**src/rtl/dbrk_arb_if.sv**
```systemverilog
// Bus bundle between the data-break arbiter, its two DMA requesters and the CPU break path.
// The slave modport is the arbiter's view; master is the requester/CPU side.
interface dbrk_arb_if;
    logic        req0;
    logic        wr0;
    logic [14:0] addr0;
    logic [11:0] wdata0;
    logic        gnt0;
    logic        req1;
    logic        wr1;
    logic [14:0] addr1;
    logic [11:0] wdata1;
    logic        gnt1;
    logic [11:0] rdata;
    logic        data_break;
    logic        break_wr;
    logic [14:0] break_addr;
    logic [11:0] break_data;
    logic        break_in_prog;
    logic [11:0] mem_rdata;
    logic        timeout_err;

    modport slave (
        input  req0, wr0, addr0, wdata0,
        input  req1, wr1, addr1, wdata1,
        input  break_in_prog, mem_rdata,
        output gnt0, gnt1, rdata,
        output data_break, break_wr, break_addr, break_data,
        output timeout_err
    );

    modport master (
        output req0, wr0, addr0, wdata0,
        output req1, wr1, addr1, wdata1,
        output break_in_prog, mem_rdata,
        input  gnt0, gnt1, rdata,
        input  data_break, break_wr, break_addr, break_data,
        input  timeout_err
    );
endinterface

```
**src/rtl/dbrk_arb.sv**
```systemverilog
// PDP-8 data-break arbiter: two DMA ports share one CPU memory-break path, with a break watchdog.
// Define DBRK_RR_EN for round-robin tie-breaking; otherwise port 0 has fixed priority.
module dbrk_arb #(
    parameter int unsigned TIMEOUT = 255
) (
    input  logic       clk,
    input  logic       reset,
    input  logic       clear,
    dbrk_arb_if.slave  bus
);

    typedef enum logic [1:0] {
        IDLE = 2'd0,
        REQ  = 2'd1,
        BRK  = 2'd2,
        DONE = 2'd3
    } state_t;

    localparam logic [11:0] TIMEOUT_C = 12'(TIMEOUT);

    state_t      state_r;
    logic [11:0] cnt_r;
    logic [11:0] cnt_inc_s;
    logic        win_r;
    logic [11:0] samp_r;
    logic        data_break_r;
    logic        break_wr_r;
    logic [14:0] break_addr_r;
    logic [11:0] break_data_r;
    logic        gnt0_r;
    logic        gnt1_r;
    logic [11:0] rdata_r;
    logic        timeout_err_r;
    logic        any_req_s;
    logic        pick_s;
    logic        start_s;
    logic        sel_wr_s;
    logic [14:0] sel_addr_s;
    logic [11:0] sel_data_s;

`ifdef DBRK_RR_EN
    logic        last_r;

    // Last-winner memory; resets to port 1 so port 0 takes the first tie.
    always_ff @(posedge clk) begin
        if (reset || clear) begin
            last_r <= 1'b1;
        end else if (start_s) begin
            last_r <= pick_s;
        end else begin
            last_r <= last_r;
        end
    end

    // Round-robin winner: on a tie, the port that lost last time goes.
    always_comb begin
        pick_s = 1'b0;
        if (bus.req0 && bus.req1) begin
            pick_s = ~last_r;
        end else if (bus.req1) begin
            pick_s = 1'b1;
        end else begin
            pick_s = 1'b0;
        end
    end
`else
    // Fixed-priority winner: port 0 always beats port 1.
    always_comb begin
        pick_s = 1'b0;
        if (bus.req0) begin
            pick_s = 1'b0;
        end else if (bus.req1) begin
            pick_s = 1'b1;
        end else begin
            pick_s = 1'b0;
        end
    end
`endif

    // Start decode and capture mux; a stale break_in_prog blocks arbitration.
    always_comb begin
        any_req_s  = bus.req0 | bus.req1;
        cnt_inc_s  = cnt_r + 12'd1;
        start_s    = 1'b0;
        if ((state_r == IDLE) && !bus.break_in_prog && any_req_s) begin
            start_s = 1'b1;
        end else begin
            start_s = 1'b0;
        end
        if (pick_s) begin
            sel_wr_s   = bus.wr1;
            sel_addr_s = bus.addr1;
            sel_data_s = bus.wdata1;
        end else begin
            sel_wr_s   = bus.wr0;
            sel_addr_s = bus.addr0;
            sel_data_s = bus.wdata0;
        end
    end

    // Break sequencer with registered outputs; gnt is a single DONE-cycle pulse.
    always_ff @(posedge clk) begin
        if (reset || clear) begin
            state_r       <= IDLE;
            cnt_r         <= 12'd0;
            win_r         <= 1'b0;
            samp_r        <= 12'd0;
            data_break_r  <= 1'b0;
            break_wr_r    <= 1'b0;
            break_addr_r  <= 15'd0;
            break_data_r  <= 12'd0;
            gnt0_r        <= 1'b0;
            gnt1_r        <= 1'b0;
            rdata_r       <= 12'd0;
            timeout_err_r <= 1'b0;
        end else begin
            gnt0_r <= 1'b0;
            gnt1_r <= 1'b0;
            case (state_r)
                IDLE: begin
                    if (start_s) begin
                        break_wr_r   <= sel_wr_s;
                        break_addr_r <= sel_addr_s;
                        break_data_r <= sel_data_s;
                        win_r        <= pick_s;
                        data_break_r <= 1'b1;
                        cnt_r        <= 12'd0;
                        state_r      <= REQ;
                    end else begin
                        state_r <= IDLE;
                    end
                end
                REQ: begin
                    if (bus.break_in_prog) begin
                        data_break_r <= 1'b0;
                        samp_r       <= bus.mem_rdata;
                        state_r      <= BRK;
                    end else if (cnt_inc_s == TIMEOUT_C) begin
                        // Abandon the break but still complete the handshake; rdata is left alone.
                        cnt_r         <= cnt_inc_s;
                        data_break_r  <= 1'b0;
                        timeout_err_r <= 1'b1;
                        gnt0_r        <= ~win_r;
                        gnt1_r        <= win_r;
                        state_r       <= DONE;
                    end else begin
                        cnt_r <= cnt_inc_s;
                    end
                end
                BRK: begin
                    if (bus.break_in_prog) begin
                        samp_r <= bus.mem_rdata;
                    end else begin
                        gnt0_r  <= ~win_r;
                        gnt1_r  <= win_r;
                        if (!break_wr_r) begin
                            rdata_r <= samp_r;
                        end else begin
                            rdata_r <= rdata_r;
                        end
                        state_r <= DONE;
                    end
                end
                DONE: begin
                    state_r <= IDLE;
                end
                default: begin
                    data_break_r <= 1'b0;
                    state_r      <= IDLE;
                end
            endcase
        end
    end

    assign bus.gnt0        = gnt0_r;
    assign bus.gnt1        = gnt1_r;
    assign bus.rdata       = rdata_r;
    assign bus.data_break  = data_break_r;
    assign bus.break_wr    = break_wr_r;
    assign bus.break_addr  = break_addr_r;
    assign bus.break_data  = break_data_r;
    assign bus.timeout_err = timeout_err_r;

endmodule

```
**src/flat_wrapper.sv**
```systemverilog
// flat-port wrapper written by rule: the top's interface ports become plain ports
module dbrk_arb_flat 
#(
    parameter int unsigned TIMEOUT = 255
)
  (clk, reset, clear, bus_req0, bus_wr0, bus_addr0, bus_wdata0, bus_req1, bus_wr1, bus_addr1, bus_wdata1, bus_break_in_prog, bus_mem_rdata, bus_gnt0, bus_gnt1, bus_rdata, bus_data_break, bus_break_wr, bus_break_addr, bus_break_data, bus_timeout_err);
  dbrk_arb_if bus_i ();
  input  logic clk;
  input  logic reset;
  input  logic clear;
  input wire logic [$bits(bus_i.req0)-1:0] bus_req0;
  input wire logic [$bits(bus_i.wr0)-1:0] bus_wr0;
  input wire logic [$bits(bus_i.addr0)-1:0] bus_addr0;
  input wire logic [$bits(bus_i.wdata0)-1:0] bus_wdata0;
  input wire logic [$bits(bus_i.req1)-1:0] bus_req1;
  input wire logic [$bits(bus_i.wr1)-1:0] bus_wr1;
  input wire logic [$bits(bus_i.addr1)-1:0] bus_addr1;
  input wire logic [$bits(bus_i.wdata1)-1:0] bus_wdata1;
  input wire logic [$bits(bus_i.break_in_prog)-1:0] bus_break_in_prog;
  input wire logic [$bits(bus_i.mem_rdata)-1:0] bus_mem_rdata;
  output wire logic [$bits(bus_i.gnt0)-1:0] bus_gnt0;
  output wire logic [$bits(bus_i.gnt1)-1:0] bus_gnt1;
  output wire logic [$bits(bus_i.rdata)-1:0] bus_rdata;
  output wire logic [$bits(bus_i.data_break)-1:0] bus_data_break;
  output wire logic [$bits(bus_i.break_wr)-1:0] bus_break_wr;
  output wire logic [$bits(bus_i.break_addr)-1:0] bus_break_addr;
  output wire logic [$bits(bus_i.break_data)-1:0] bus_break_data;
  output wire logic [$bits(bus_i.timeout_err)-1:0] bus_timeout_err;
  assign bus_i.req0 = bus_req0;
  assign bus_i.wr0 = bus_wr0;
  assign bus_i.addr0 = bus_addr0;
  assign bus_i.wdata0 = bus_wdata0;
  assign bus_i.req1 = bus_req1;
  assign bus_i.wr1 = bus_wr1;
  assign bus_i.addr1 = bus_addr1;
  assign bus_i.wdata1 = bus_wdata1;
  assign bus_i.break_in_prog = bus_break_in_prog;
  assign bus_i.mem_rdata = bus_mem_rdata;
  assign bus_gnt0 = bus_i.gnt0;
  assign bus_gnt1 = bus_i.gnt1;
  assign bus_rdata = bus_i.rdata;
  assign bus_data_break = bus_i.data_break;
  assign bus_break_wr = bus_i.break_wr;
  assign bus_break_addr = bus_i.break_addr;
  assign bus_break_data = bus_i.break_data;
  assign bus_timeout_err = bus_i.timeout_err;
  dbrk_arb #(.TIMEOUT(TIMEOUT)) u_core (.clk(clk), .reset(reset), .clear(clear), .bus(bus_i));
endmodule
```
**config.mk**
```make
export PLATFORM = sky130hd
export DESIGN_NAME = dbrk_arb_flat
export DESIGN_NICKNAME = d
export VERILOG_FILES = /design/src/rtl/dbrk_arb_if.sv /design/src/rtl/dbrk_arb.sv /design/src/flat_wrapper.sv
export SDC_FILE = /design/constraint.sdc
export NUM_CORES = 1
export LEC_CHECK = 0
export BUFFER_PORTS_ARGS = -buffer_cell sky130_fd_sc_hd__buf_2
export CORE_MARGIN = 3
export CORE_UTILIZATION = 36
export DETAILED_ROUTE_END_ITERATION = 10
export PLACE_DENSITY_LB_ADDON = 0.2
export SETUP_SLACK_MARGIN = 0.2
export SYNTH_ARGS = -nofsm -noshare
export SYNTH_HDL_FRONTEND = slang
export SYNTH_SLANG_ARGS = --single-unit
```
**constraint.sdc**
```tcl
create_clock -name clk -period 6.2 [get_ports clk]
set_clock_uncertainty 0.15 [all_clocks]
set_input_delay 1.24 -clock clk [delete_from_list [all_inputs] [get_ports clk]]
set_output_delay 1.24 -clock clk [all_outputs]
set_load 0.02 [all_outputs]
```
==> flow_summary.rst, run 1 <==
.. list-table::
   :header-rows: 1

   * - Metric
     - Value
   * - CTS root buf
     - sky130_fd_sc_hd__clkbuf_8
   * - Final Slew Violations
     - 0
   * - Most instantiated flip-flop cell in the synthesis netlist
     - sky130_fd_sc_hd__dfxtp_1
   * - Flop pwr share
     - 0.446
   * - Grt peak-use layer
     - met2
   * - Maximum fanout along the worst path
     - 57
   * - Core area
     - 8460 sq um
   * - Post-synthesis instance total
     - 384
   * - Met1 routing resource usage after global routing
     - 0.218
   * - Ratio of final minimum period to clock period
     - 0.442
   * - Half-perimeter wire length after detailed placement
     - 5840 um
   * - Cell type group with the largest total delay on the critical path
     - simple AND/OR/NAND/NOR gates
   * - Power dissipated by switching net loads
     - approximately 0.27 mW
   * - Setup slack of the worst register-to-register path
     - between 3000 and 4000 ps
   * - Number of buffers inserted by post-CTS setup repair
     - 0
   * - Met2 usage
     - 0.255
   * - Vias after detailed routing
     - approximately 3,000
   * - Status
     - finished, final reports clean
   * - Number of remaining DRC errors
     - 0
   * - Post-Route Setup TNS
     - 0 ps
   * - Worst skew pair latency
     - between 300 and 400 ps
   * - Worst-Margin Slew
     - about 1100 ps
   * - Number of buffer cells added on primary ports
     - ~120
   * - Number of top-level pins
     - 118
   * - Post-cts repair resize count
     - 0
   * - Largest net degree at the start of global routing
     - 58
   * - Floorplan die width
     - ~100 um
   * - Count of TritonRoute iterations in the first routing pass
     - 4
   * - Synth-to-Final Area Change
     - 27.5%
   * - First-pass GRT wire length
     - around 13,000 um
   * - Maximum root-to-sink buffer count
     - 2
   * - Share of the synthesized netlist area taken by xor and xnor gates
     - 0.00815
   * - Dominant combinational cell family by area after synthesis
     - simple AND/OR/NAND/NOR gates
   * - Leakage power
     - approximately 1.7 nW
   * - Reg2Reg Depth
     - 9
   * - Final Hold Vio Count
     - 0
   * - Syn avg cell area
     - roughly 8.4 sq um
   * - Count of non-filler cells in the finished layout
     - between 500 and 600
   * - Antenna violations before repair
     - 0
   * - End of the worst hold path
     - u_core.bus.rdata[3]$_SDFFE_PP0P_
   * - Post-synthesis share of cell area spent on and, or, nand and nor gates
     - 0.214
   * - Initial Utilization
     - 0.381
   * - Number of H-tree levels
     - 3
   * - Number of cells in the design after placement
     - slightly below 600
   * - Count of hold-fix buffers inserted at cts
     - 0
   * - Combined area of all synthesized cells
     - approximately 3200 sq um
   * - Met3 routing resource usage after global routing
     - 0.0637
   * - Placed cell area
     - roughly 3900 sq um
   * - Switching share of power
     - 0.255
   * - Maximum clock rate
     - about 360 MHz
   * - Number of max-cap violations
     - 0
   * - Number of enable flip-flop cells after synthesis
     - 0
   * - Hold Crit Depth
     - 2
   * - Standard-cell row count
     - 33
   * - Die area
     - between 10,000 and 15,000 sq um
   * - Internal power contribution
     - slightly below 0.8 mW
   * - Area fraction in compound gates after synthesis
     - 0.182
   * - Layout Cell Area excl Fill
     - approximately 4100 sq um
   * - Core utilization of the finished layout
     - 0.486
   * - Wire length per cell after detailed routing
     - ~13 um
   * - Final net count
     - 568
   * - IR Drop Worst-Case VDD
     - roughly 0.13 mV
   * - Global route total overflow
     - 0
   * - Launching point of the worst reg2reg path
     - u_core.state_r[1]$_SDFFE_PP0P_
   * - Slowest stage cell, crit path
     - sky130_fd_sc_hd__nor2_4
   * - Longest individual stage delay on the worst path
     - ~860 ps
   * - Via-to-Cell Ratio
     - 4.99
   * - Final setup violation count
     - 0
   * - Headroom to the max-slew limit
     - 0.248
   * - Routability cong.
     - around 0.78
   * - RSZ-0062 raised after global routing
     - no
   * - Warnings from Yosys
     - 0
   * - Share of power burned in the clock network
     - 0.441
   * - Critical path buffer and inverter count
     - 2
   * - Critical path arrival
     - between 2000 and 3000 ps
   * - FF-to-FF End
     - u_core.cnt_r[6]$_SDFFE_PP0P_
   * - Overall fraction of global-route tracks in use
     - 0.165
   * - Detailed-route wire length
     - roughly 8100 um
   * - Clock transition at the registers of the reported paths
     - 90 ps
   * - Source of the worst hold timing path
     - u_core.samp_r[3]$_SDFFE_PP0P_
   * - Adder-cell share of the synthesized area
     - 0.0194
   * - Type of origin of the critical path
     - input pin
   * - Clock period minus final worst setup slack
     - 2740 ps
   * - Clock tree from TritonCTS
     - built
   * - Via count of the first global-routing pass
     - roughly 2,900
   * - Worst min-delay path class
     - reg -> reg
   * - Floorplan die height
     - just over 100 um
   * - Worst setup path class
     - in -> reg
   * - Number of distinct standard cells referenced by the synthesized netlist
     - 42
   * - Power per cell area
     - around 260 nW/um^2
   * - Register bit total from synthesis
     - 71
   * - Number of clock sinks seen by CTS
     - between 70 and 80
   * - Endpoint required time on the critical path
     - around 6300 ps
   * - Ratio of cells with drive above 1 in the final layout
     - 0.304
   * - ANT nets after route
     - 0
   * - Antenna diode instance count
     - 0
   * - Net count after synthesis
     - around 460
   * - Post-synthesis mux area share
     - 0.0932
   * - Seq/Total Area, Yosys
     - 0.441
   * - Async set or reset register ratio after synthesis
     - 0
   * - Total clock buffers created by CTS
     - 9
   * - Type of destination of the critical path
     - flip-flop
   * - Starting DRC count in detailed routing
     - ~110
   * - Gate power share
     - 0.112
   * - Cell-by-cell trace of the critical path
     - buf_2, inv_1, nand2_1, nor2_4, o21ai_0, a31oi_1
## worst max-delay path by stage
| stage | from | to | cells after the start |
|---|---|---|---|
| final | bus_break_in_prog | u_core.bus.data_break$_SDFFE_PP0P_ | 6 |
| after global routing | bus_break_in_prog | u_core.bus.break_data[9]$_SDFFE_PP0P_ | 6 |
| after CTS | bus_break_in_prog | u_core.bus.data_break$_SDFFE_PP0P_ | 6 |
| after detailed placement | bus_break_in_prog | u_core.bus.data_break$_SDFFE_PP0P_ | 6 |
| after global placement | bus_break_in_prog | u_core.bus.data_break$_SDFFE_PP0P_ | 6 |
| after floorplan | bus_break_in_prog | u_core.bus.break_addr[10]$_SDFFE_PP0P_ | 7 |
## Yosys cell counts (2+ instances only)
library cell                n  share of area
sky130_fd_sc_hd__nand4_1    4         0.0078
sky130_fd_sc_hd__buf_1      5         0.0058
sky130_fd_sc_hd__xnor2_1    3         0.0082
sky130_fd_sc_hd__inv_1      7         0.0082
sky130_fd_sc_hd__buf_2      5         0.0078
sky130_fd_sc_hd__and3_4     2         0.0070
sky130_fd_sc_hd__nor2b_1    2         0.0039
sky130_fd_sc_hd__or2_2      2         0.0039
sky130_fd_sc_hd__a21o_1     2         0.0047
sky130_fd_sc_hd__a21boi_0   3         0.0070
sky130_fd_sc_hd__a211oi_1  29          0.068
sky130_fd_sc_hd__nand3_1    2         0.0031
sky130_fd_sc_hd__dfxtp_1   71           0.44
sky130_fd_sc_hd__o21a_1     2         0.0047
sky130_fd_sc_hd__nor4_1     2         0.0039
sky130_fd_sc_hd__nand2_1   70          0.082
sky130_fd_sc_hd__clkbuf_1  13          0.015
sky130_fd_sc_hd__nor3_1     8          0.012
sky130_fd_sc_hd__nor3b_1    2         0.0047
sky130_fd_sc_hd__and4_4     2         0.0070
sky130_fd_sc_hd__o21ai_0    7          0.011
sky130_fd_sc_hd__a31oi_1    3         0.0058
sky130_fd_sc_hd__a21oi_1   36          0.056
sky130_fd_sc_hd__mux2i_1   30          0.093
sky130_fd_sc_hd__nor2_1    49          0.057
sky130_fd_sc_hd__ha_1       5          0.019
sky130_fd_sc_hd__and2_1     3         0.0058
## power by group through the flow
stage	Clock, mW	Sequential [mW]	Combinational, mW
after detailed placement	0	0.482	0.120
after global routing	0.496	0.473	0.135
after CTS	0.478	0.471	0.120
after floorplan	0	0.493	0.0627
after global placement	0	0.482	0.118
final	0.466	0.471	0.119
## kinds of logic after synthesis
group                    Yosys count
AO/OA/AOI/OAI                     91
AND/OR/NAND/NOR                  152
XOR/XNOR                           3
buffers and inverters             32
flip-flops                        71
adder cells (fa/ha/maj)            5
multiplexers                      30
## cell usage in the layout, fill, tap and decap left out, types with 4 or more instances in the layout
master	instances
sky130_fd_sc_hd__buf_2	117
sky130_fd_sc_hd__dfxtp_1	71
sky130_fd_sc_hd__nand2_1	70
sky130_fd_sc_hd__nor2_1	48
sky130_fd_sc_hd__a21oi_1	36
sky130_fd_sc_hd__mux2i_1	30
sky130_fd_sc_hd__a211oi_1	29
sky130_fd_sc_hd__clkbuf_8	9
sky130_fd_sc_hd__nor3_1	8
sky130_fd_sc_hd__inv_1	7
sky130_fd_sc_hd__o21ai_0	7
sky130_fd_sc_hd__ha_1	5
sky130_fd_sc_hd__nand4_1	4
## sequential cells by signal (all words and copies together), names as in the netlist
signal and flops:
u_core.bus.break_addr 15, u_core.bus.break_data 12, u_core.bus.break_wr 1, u_core.bus.data_break 1, u_core.bus.gnt0 1, u_core.bus.gnt1 1
u_core.bus.rdata 12, u_core.bus.timeout_err 1, u_core.cnt_r 12, u_core.samp_r 12, u_core.state_r 2, u_core.win_r 1
## metal layers
layer,vias to the layer above,routed length [um]
met5,-,0
met4,0,0
met3,0,696
met2,108,3660
met1,1337,3730
li1,1547,-
## area by class of cell
class / count / area [sq um]
Sequential cell: 71 / 1420
Inverter: 7 / 26.3
Multi-Input combinational cell: 281 / 1680
Fill cell: 838 / 4350
Clock buffer: 9 / 124
Clock inverter: 7 / 128
Tap cell: 105 / 131
Timing Repair Buffer: 119 / 601
## through the flow
stage / hold slack [ps] / worst slack, ps / total power [mW]
finish: 293 / 3460 / 1.06
global route: 307 / 3160 / 1.10
CTS: 300 / 3430 / 1.07
detailed placement: 293 / 3060 / 0.602
global placement: 287 / 3110 / 0.600
floorplan: 265 / 3600 / 0.555
## worst register-to-register path, stage by stage, from the launching register on
cell and delay (ps):
sky130_fd_sc_hd__dfxtp_1 330, sky130_fd_sc_hd__inv_1 80, sky130_fd_sc_hd__ha_1 520, sky130_fd_sc_hd__nor2_1 140, sky130_fd_sc_hd__a211oi_1 230, sky130_fd_sc_hd__buf_4 210
sky130_fd_sc_hd__nand2_1 260, sky130_fd_sc_hd__nor4_1 360, sky130_fd_sc_hd__a21oi_1 70, sky130_fd_sc_hd__nor2_1 80
No activity file was read; power rests on OpenSTA's default activity.
==> run 2: changes to the inputs <==
--- a/config.mk
+++ b/config.mk
@@ -5,6 +5,7 @@
 export SDC_FILE = /design/constraint.sdc
 export NUM_CORES = 1
 export LEC_CHECK = 0
+export ABC_AREA = 1
 export BUFFER_PORTS_ARGS = -buffer_cell sky130_fd_sc_hd__buf_2
 export CORE_MARGIN = 3
 export CORE_UTILIZATION = 36
==> constraint.sdc (replaced) <==
create_clock -name clk -period 2.73 [get_ports clk]
set_clock_uncertainty 0.15 [all_clocks]
set_input_delay 0.546 -clock clk [delete_from_list [all_inputs] [get_ports clk]]
set_output_delay 0.546 -clock clk [all_outputs]
set_load 0.02 [all_outputs]
==> flow_summary.rst, run 2 <==
.. list-table::
   :header-rows: 1

   * - Metric
     - Value
   * - Status
     - finished, final reports clean
   * - Net count after synthesis
     - between 500 and 600
   * - Floorplan die width
     - 99.9 um
   * - Final Slew Violations
     - 0
   * - Critical path buffer and inverter count
     - 1
   * - Async set or reset register ratio after synthesis
     - 0
   * - Number of enable flip-flop cells after synthesis
     - 0
   * - FF-to-FF End
     - u_core.bus.gnt0$_SDFF_PP0_
   * - Wire length per cell after detailed routing
     - about 12 um
   * - Reg2Reg Depth
     - 11
   * - Flip-flop count of the largest register after layout
     - 15
   * - ANT nets after route
     - 0
   * - Most common library cell in the layout ignoring fill and taps
     - sky130_fd_sc_hd__buf_2
   * - Final Hold Vio Count
     - 0
   * - Hold Crit Depth
     - 3
   * - CTS root buf
     - sky130_fd_sc_hd__clkbuf_8
   * - Clock transition at the registers of the reported paths
     - roughly 80 ps
   * - Final net count
     - 627
   * - Maximum clock rate
     - slightly below 500 MHz
   * - Global route total overflow
     - 0
   * - Post-cts repair resize count
     - 0
   * - Type of origin of the critical path
     - flip-flop
   * - Starting DRC count in detailed routing
     - 113
   * - Ratio of final minimum period to clock period
     - 0.737
   * - Overall fraction of global-route tracks in use
     - 0.158
   * - Clock period minus final worst setup slack
     - about 2000 ps
   * - Most frequent cells in the layout
     - 117 x sky130_fd_sc_hd__buf_2, 87 x sky130_fd_sc_hd__nand2_1, 71 x sky130_fd_sc_hd__dfxtp_1
   * - First-pass GRT wire length
     - ~13,000 um
   * - Area share of the largest cell type after synthesis
     - 0.448
   * - Warnings from Yosys
     - 0
   * - Combined area of all synthesized cells
     - around 3200 sq um
   * - RSZ-0062 raised after global routing
     - no
   * - Synth-to-Final Area Change
     - 28.0%
   * - Cell type group with the largest total delay on the critical path
     - simple AND/OR/NAND/NOR gates
   * - Most instantiated flip-flop cell in the synthesis netlist
     - sky130_fd_sc_hd__dfxtp_1
   * - Antenna diode instance count
     - 0
   * - Leakage power
     - ~1.8 nW
   * - Die area
     - between 9000 and 10,000 sq um
   * - Vias after detailed routing
     - between 3,000 and 4,000
   * - Number of buffers inserted by post-CTS setup repair
     - 0
   * - Critical path arrival
     - 2120 ps
   * - Post-synth top area cell
     - sky130_fd_sc_hd__dfxtp_1
   * - Half-perimeter wire length after detailed placement
     - roughly 5800 um
   * - Maximum root-to-sink buffer count
     - 2
   * - Routability cong.
     - a little over 0.8
   * - Core utilization of the finished layout
     - 0.485
   * - Final setup violation count
     - 0
   * - Slowest stage cell, crit path
     - sky130_fd_sc_hd__dfxtp_1
   * - Worst skew pair latency
     - ~330 ps
   * - Ratio of cells with drive above 1 in the final layout
     - 0.293
   * - Register bit total from synthesis
     - between 70 and 80
   * - Count of TritonRoute iterations in the first routing pass
     - 4
   * - Standard-cell row count
     - 33
   * - Count of hold-fix buffers inserted at cts
     - 0
   * - Worst-Margin Slew
     - between 500 and 600 ps
   * - Floorplan die height
     - between 90 and 100 um
   * - Worst setup path class
     - reg -> reg
   * - Total clock buffers created by CTS
     - 9
   * - Largest net degree at the start of global routing
     - 60
   * - Core area
     - around 8400 sq um
   * - Number of remaining DRC errors
     - 0
   * - Antenna violations before repair
     - 0
   * - Via count of the first global-routing pass
     - just under 3,000
   * - Top cell types by occurrence after synthesis
     - 87 x sky130_fd_sc_hd__nand2_1, 71 x sky130_fd_sc_hd__dfxtp_1, 59 x sky130_fd_sc_hd__nor2_1, 57 x sky130_fd_sc_hd__o21ai_0, 38 x sky130_fd_sc_hd__nand3_1
   * - Setup slack of the worst register-to-register path
     - 720 ps
   * - Syn avg cell area
     - between 7 and 8 sq um
   * - Source of the worst hold timing path
     - bus_mem_rdata[5]
   * - Initial Utilization
     - 0.379
   * - Type of destination of the critical path
     - flip-flop
   * - IR Drop Worst-Case VDD
     - ~0.24 mV
   * - Number of buffer cells added on primary ports
     - ~120
   * - Leading cell types by total area after synthesis
     - sky130_fd_sc_hd__dfxtp_1 45%, sky130_fd_sc_hd__nand2_1 10%, sky130_fd_sc_hd__o21ai_0 9.0%
   * - Power per cell area
     - roughly 540 nW/um^2
   * - Most common cell in the netlist
     - sky130_fd_sc_hd__nand2_1
   * - Post-Route Setup TNS
     - 0 ps
   * - Launching point of the worst reg2reg path
     - u_core.cnt_r[1]$_SDFFE_PP0P_
   * - Number of distinct standard cells referenced by the synthesized netlist
     - 27
   * - Detailed-route wire length
     - slightly above 8000 um
   * - Crit-path most repeated cell
     - sky130_fd_sc_hd__nand2_1
   * - Total power
     - roughly 2.2 mW
   * - Filler cell count in the final layout
     - 862
   * - Seq/Total Area, Yosys
     - 0.448
   * - Maximum fanout along the worst path
     - 5
   * - Cell-by-cell trace of the critical path
     - ha_1, inv_1, nand2_1, nand2_1, nor2_1, nand2_1, nor2_1, nand2_1, nor2_2, nand3_1, a211oi_2
   * - Number of H-tree levels
     - 3
   * - Clock tree from TritonCTS
     - built
   * - Endpoint required time on the critical path
     - approximately 2800 ps
   * - Worst min-delay path class
     - in -> reg
   * - Headroom to the max-slew limit
     - 0.610
   * - Longest individual stage delay on the worst path
     - roughly 400 ps
   * - Via-to-Cell Ratio
     - slightly below 5
   * - Number of max-cap violations
     - 0
   * - Post-synthesis instance total
     - 440
   * - Number of clock sinks seen by CTS
     - between 70 and 80
   * - End of the worst hold path
     - u_core.samp_r[5]$_SDFFE_PP0P_
   * - Number of top-level pins
     - between 100 and 150
run 2: cell types whose count changed after synthesis, moves of 10 or more:
cell	change
sky130_fd_sc_hd__inv_1	+14
sky130_fd_sc_hd__nor2_1	+10
sky130_fd_sc_hd__a211oi_1	-29
sky130_fd_sc_hd__mux2i_1	-30
sky130_fd_sc_hd__clkbuf_1	+11
sky130_fd_sc_hd__nand3_1	+36
sky130_fd_sc_hd__a21oi_1	-19
sky130_fd_sc_hd__nand2_1	+17
sky130_fd_sc_hd__o21ai_0	+50
sky130_fd_sc_hd__a31oi_1	+25
run 2: cell type report:
cell class | count | area [sq um] | area share
Tap cell | 105 | 131 | 0.0323
Timing Repair Buffer | 124 | 651 | 0.160
Inverter | 23 | 86.3 | 0.0213
Sequential cell | 71 | 1420 | 0.350
Clock inverter | 6 | 68.8 | 0.0169
Multi-Input combinational cell | 319 | 1570 | 0.385
Clock buffer | 10 | 138 | 0.0339
run 2: per-layer routing:
layer | wire length (um) | track usage | up-vias
met5 | 0 | 0 | -
met4 | 120 | 0.0599 | 0
met3 | 688 | 0.0605 | 8
met2 | 3610 | 0.249 | 80
met1 | 3620 | 0.196 | 1411
li1 | - | - | 1692
run 2: how the worst max path moves through the flow:
stage | startpoint | endpoint | slack [ps] | cells after the start
final | u_core.cnt_r[1]$_SDFFE_PP0P_ | u_core.bus.gnt0$_SDFF_PP0_ | 720 | 11
after global routing | u_core.cnt_r[1]$_SDFFE_PP0P_ | u_core.bus.gnt0$_SDFF_PP0_ | 520 | 11
after CTS | u_core.cnt_r[1]$_SDFFE_PP0P_ | u_core.bus.gnt0$_SDFF_PP0_ | 710 | 11
after detailed placement | bus_req1 | u_core.cnt_r[3]$_SDFFE_PP0P_ | 690 | 9
after global placement | bus_req1 | u_core.cnt_r[3]$_SDFFE_PP0P_ | 720 | 9
after floorplan | u_core.cnt_r[1]$_SDFFE_PP0P_ | u_core.bus.data_break$_SDFFE_PP0P_ | 990 | 12
run 2: cell families after synthesis:
logic type / after synthesis / synth area share
and+or+nand+nor: 208 / 0.289
AOI/OAI and AO/OA: 105 / 0.181
DFF: 71 / 0.448
buffers and inverters: 50 / 0.0595
adders and majority gates: 5 / 0.0197
xor gates and xnor gates: 1 / 0.00276
run 2: power breakdown:
group          internal, mW  switching [mW]  total [mW]
Clock                 0.452           0.408       0.859
Combinational        0.0949           0.149       0.244
Sequential             1.06          0.0127        1.07
Total                  1.61           0.570        2.18
run 2: metrics by stage:
| step | area (sq um) | worst slack, ps | std cells | hold WS (ps) |
|---|---|---|---|---|
| 2_1_floorplan | 3170 | 987 | 440 | 276 |
| 3_3_place_gp | 3850 | 724 | 642 | 297 |
| 3_5_place_dp | 3850 | 693 | 642 | 297 |
| 4_1_cts | 4060 | 707 | 658 | 289 |
| 5_1_grt | 4060 | 519 | 658 | 306 |
| 6_report | 4060 | 717 | 658 | 301 |
run 2: tightest hold or removal path, stage by stage:
cell and delay [ps]:
sky130_fd_sc_hd__buf_2 70, sky130_fd_sc_hd__o21ai_0 70, sky130_fd_sc_hd__nor2_1 70
